### src/rtl/delay_arbiter.sv
// Round-robin arbiter that grants one requester at a time a shared tick-based delay.
// One prescaler and one remaining-tick counter serve every requester.
module delay_arbiter #(
  parameter int N        = 4,
  parameter int W        = 16,
  parameter int PRESCALE = 50000
) (
  input  logic                 clk,
  input  logic                 rst_,
  input  logic [N-1:0]         req,
  input  logic [N*W-1:0]       len,
  input  logic                 abort,
  output logic [N-1:0]         ack,
  output logic [N-1:0]         done,
  output logic                 busy,
  output logic [$clog2(N)-1:0] owner
);

  localparam int IW = $clog2(N);
  localparam int PW = (PRESCALE > 1) ? $clog2(PRESCALE) : 1;

  localparam logic [1:0] ST_IDLE = 2'd0;
  localparam logic [1:0] ST_RUN  = 2'd1;
  localparam logic [1:0] ST_DONE = 2'd2;

  logic [1:0]    state_q,  state_d;
  logic [IW-1:0] ptr_q,    ptr_d;
  logic [IW-1:0] owner_q,  owner_d;
  logic [W-1:0]  remain_q, remain_d;
  logic [PW-1:0] presc_q,  presc_d;
  logic [N-1:0]  ack_q,    ack_d;

  logic [W-1:0]  len_arr [N];
  logic          found;
  logic [IW-1:0] grant_idx;
  logic [IW:0]   cand;
  logic [IW:0]   ptr_nxt;

  for (genvar gi = 0; gi < N; gi++) begin : g_len
    assign len_arr[gi] = len[gi*W +: W];
  end

  // First requester at or after ptr, wrapping modulo N.
  always_comb begin
    found     = 1'b0;
    grant_idx = '0;
    cand      = '0;
    for (int k = 0; k < N; k++) begin
      cand = {1'b0, ptr_q} + (IW+1)'(k);
      if (cand >= (IW+1)'(N)) begin
        cand = cand - (IW+1)'(N);
      end
      if (!found && req[cand[IW-1:0]]) begin
        found     = 1'b1;
        grant_idx = cand[IW-1:0];
      end
    end
  end

  always_comb begin
    ptr_nxt = {1'b0, grant_idx} + (IW+1)'(1);
    if (ptr_nxt == (IW+1)'(N)) begin
      ptr_nxt = '0;
    end
  end

  always_comb begin
    state_d  = state_q;
    ptr_d    = ptr_q;
    owner_d  = owner_q;
    remain_d = remain_q;
    presc_d  = presc_q;
    ack_d    = '0;
    case (state_q)
      ST_IDLE: begin
        if (found) begin
          owner_d  = grant_idx;
          ack_d    = {{(N-1){1'b0}}, 1'b1} << grant_idx;
          remain_d = len_arr[grant_idx];
          presc_d  = '0;
          ptr_d    = ptr_nxt[IW-1:0];
          state_d  = (len_arr[grant_idx] == '0) ? ST_DONE : ST_RUN;
        end
      end
      ST_RUN: begin
        // abort wins over a coinciding final tick
        if (abort) begin
          state_d = ST_IDLE;
        end else if (presc_q == PW'(PRESCALE - 1)) begin
          presc_d  = '0;
          remain_d = remain_q - W'(1);
          if (remain_q == W'(1)) begin
            state_d = ST_DONE;
          end
        end else begin
          presc_d = presc_q + PW'(1);
        end
      end
      ST_DONE: begin
        state_d = ST_IDLE;
      end
      default: begin
        state_d = ST_IDLE;
      end
    endcase
  end

  always_ff @(posedge clk) begin
    if (!rst_) begin
      state_q  <= ST_IDLE;
      ptr_q    <= '0;
      owner_q  <= '0;
      remain_q <= '0;
      presc_q  <= '0;
      ack_q    <= '0;
    end else begin
      state_q  <= state_d;
      ptr_q    <= ptr_d;
      owner_q  <= owner_d;
      remain_q <= remain_d;
      presc_q  <= presc_d;
      ack_q    <= ack_d;
    end
  end

  assign ack   = ack_q;
  assign done  = (state_q == ST_DONE) ? ({{(N-1){1'b0}}, 1'b1} << owner_q) : '0;
  assign busy  = (state_q != ST_IDLE);
  assign owner = owner_q;

endmodule
### config.mk
export PLATFORM = sky130hd
export DESIGN_NAME = delay_arbiter
export DESIGN_NICKNAME = d
export VERILOG_FILES = /design/src/rtl/delay_arbiter.sv
export SDC_FILE = /design/constraint.sdc
export NUM_CORES = 1
export LEC_CHECK = 0
export CAP_MARGIN = 30
export CELL_PAD_IN_SITES_DETAIL_PLACEMENT = 1
export CELL_PAD_IN_SITES_GLOBAL_PLACEMENT = 2
export CORE_ASPECT_RATIO = 1.5
export CORE_MARGIN = 2
export CORE_UTILIZATION = 27
export DETAILED_ROUTE_END_ITERATION = 10
export HOLD_SLACK_MARGIN = 0.1
export PLACE_DENSITY = 0.82
export SYNTH_ARGS = -nofsm -noshare
export SYNTH_HDL_FRONTEND = slang
export SYNTH_SLANG_ARGS = --single-unit
export TNS_END_PERCENT = 50
### constraint.sdc
create_clock -name clk -period 2.7 [get_ports clk]
set_input_delay 0.54 -clock clk [delete_from_list [all_inputs] [get_ports clk]]
set_output_delay 0.54 -clock clk [all_outputs]
set_load 0.01 [all_outputs]
==> results.yml <==
setup_path:
  crit_type: "in2reg"
  path_cells: "clkdlybuf4s50_1 > o22ai_2 > nor2_4 > buf_4 > buf_12 > mux2i_2 > mux2_4 > nand4_1 > nor4_2 > buf_4 > a32o_1"
  crit_arrival_ns: 2.80
  worst_path_max_delay_cell: "clkdlybuf4s50_1"
  critPathCaptureType: "register"
  worstPathMaxFanout: 6
  required_ns: 2.93
  critPathMaxStageDelay_ns: 0.56
  critPathLaunchType: "input port"
  regToRegSetupSlack_ns: 0.24
  crit_top_cell: "buf_4"
detailed_routing:
  routed_wl_mm: 9.21
  antenna_left: 0
  drt_pass1_iterations: 4
  vias: 2929
  drt_first_iter_violations: 122
  drc: 0
  viasPerCell: 5.17
  wl_per_cell_um: 16.2
power:
  vdd_ir_drop_max_mv: 0.258
  pwr-share-comb: 0.429
  p_leak_uw: 0.00163
  p_int_uw: 1560
  power_frac_seq: 0.317
  pwr_density_cell_mw_per_mm2: 559
  pwr-share-clk: 0.254
  swShare: 0.334
  p_sw_uw: 784
finish:
  fin_nets: 523
  layout.cells.most_common: "clkdlybuf4s50_1"
  stdcell_count: 567
  num_antenna_cells: 0
  final_cell_mix: "clkdlybuf4s50_1, dfxtp_1, nor2_1, mux2i_1, buf_4"
  finish.instance_area_sq_mm: 0.00420
  area_growth_pct: 50.5
  drive_gt1_frac: 0.153
placement:
  dp_cells: 551
  port_buffers: 81
  gp_congestion: 0.750
  dpl_cell_area_sq_mm: 0.00392
  dp_hpwl_mm: 7.05
sta:
  holdWs_ns: 0.479
  final-setup-viol-count: 0
  fin_crit_ns: 2.57
  max_freq_ghz: 0.390
  final_max_slew_viol_count: 0
  hold_violations: 0
  tightestPinTransition_ns: 0.639
  worst_slew_margin_rel: 0.572
  fin_crit_sh: 0.951
  finalClockSkew_ns: 0.00466
yosys:
  synth_seq_area_share: 0.301
  synth_area_sq_mm: 0.00279
  synth.distinct_cells: 48
  synth_edf_count: 0
  ys.flop_type: "dfxtp_1"
  synth_top_area_share: 0.301
  ys_warn_count: 0
  ys_ff_latch: 42
  syn_nets: 414
  syn_inst: 340
  async_flop_share: 0
  syn_avg_cell_area_sq_um: 8.20
  ys_top_cells_by_area: "dfxtp_1, mux2i_1, mux2_2"
  yosys.area.top_type: "dfxtp_1"
global_routing:
  grt_overflow: 0
  grt.total_usage: 0.164
  antenna_found_initial: 0
  grt_first_pass_wirelength_mm: 14.8
  grt_pass1_vias: 3092
  grt_max_degree: 25
flow_run:
  drv_cap: 0
clocking:
  path_clk_slew_ns: 0.06
  numCtsBuffers: 5
  cts_root_buf: "clkbuf_16"
  clk_latency_ns: 0.29
  clock_sinks: 42
  cts.htree.levels: 2
  clockBufferDepth: 2
  cts_tree: "yes"
floorplanning:
  dieArea_sq_mm: 0.0112
  io_pins: 82
  rows: 45
  initial_core_util: 0.277
  core_area_sq_mm: 0.0101
  die_h_um: 128
  die-width_um: 87.0
min_path:
  hold_path_class: "reg2reg"
outcome:
  status: "complete, no violations"
layer usage:
metal,vias to the layer above,wire [um],share of wire,track usage
li1,1456,-,-,-
met1,1415,3650,0.40,0.176
met2,53,5010,0.54,0.319
met3,5,430,0.047,0.0257
met4,0,120,0.013,0.0496
met5,-,0,0,0
final timing paths:
check / start / endpoint / cells after the start
hold / removal: remain_q[9]$_SDFFE_PN0P_ / remain_q[9]$_SDFFE_PN0P_ / 2
hold reg to reg: remain_q[9]$_SDFFE_PN0P_ / remain_q[9]$_SDFFE_PN0P_ / 2
setup reg to reg: ptr_q[1]$_SDFFE_PN0P_ / state_q[1]$_SDFFE_PN0P_ / 11
setup / recovery: req[3] / state_q[1]$_SDFFE_PN0P_ / 11
timing repair:
action | 4_1_cts | 5_1_grt
pin swaps | 2 | 4
gates cloned | 2 | 0
resized for setup | 2 | 15
hold buffers | 0 | 0
setup endpoints to repair | 2 | 2
setup buffers | 3 | 4
cell families after synthesis:
| group | Yosys count | share of synthesized area |
|---|---|---|
| and+or+nand+nor | 136 | 0.257 |
| AOI/OAI and AO/OA | 76 | 0.166 |
| muxes | 51 | 0.190 |
| DFF | 42 | 0.301 |
| buffers and inverters | 20 | 0.0345 |
| xor gates and xnor gates | 12 | 0.0377 |
| adders and majority gates | 3 | 0.0135 |
per-stage QoR:
step	setup WS (ns)	TNS [ns]	power, uW	util
2_1_floorplan	0.541	0	1300	-
3_3_place_gp	-0.224	-0.955	1670	0.389
3_5_place_dp	-0.321	-1.26	1690	0.389
4_1_cts	0.00772	0	2340	0.412
5_1_grt	-0.000934	-0.000934	2490	0.416
6_report	0.133	0	2340	0.416
power by group through the flow:
| stage | Combinational, uW | Sequential [uW] | Clock (uW) |
|---|---|---|---|
| after global placement | 913 | 754 | 0 |
| after CTS | 991 | 743 | 610 |
| after detailed placement | 930 | 756 | 0 |
| final | 1010 | 744 | 595 |
| after floorplan | 561 | 740 | 0 |
| after global routing | 1100 | 753 | 630 |
flip-flops by register name, summed over array words and instances, names as in the netlist:
signal,flops
presc_q,16
owner,2
remain_q,16
ptr_q,2
state_q,2
ack,4
cells in the mapped netlist (6+ instances only):
cell type and n:
xor2_1 7, a21oi_1 18, nor4_1 8, nand3_1 12
nor2b_1 11, nand4_1 6, a21boi_1 10, nand2_1 26
mux2_2 15, clkbuf_1 11, mux2i_1 35, dfxtp_1 42
nor2_1 35, o21ai_0 28, nor3_1 9
worst max-delay path, delay by kind of cell:
family | cells | cell delay [ns]
and+or+nand+nor | 3 | 0.60
AOI/OAI and AO/OA | 2 | 0.27
buffers and inverters | 4 | 0.99
muxes | 2 | 0.40
layout make-up:
| type | instances | area [sq um] |
|---|---|---|
| fill | 1184 | 5880 |
| multi-input combinational | 278 | 1890 |
| timing repair buffer | 118 | 1160 |
| sequential | 42 | 841 |
| tap | 117 | 146 |
| clock buffer | 6 | 129 |
| inverter | 4 | 15.0 |
| clock inverter | 2 | 13.8 |
Power figures use the tool's default switching activity.
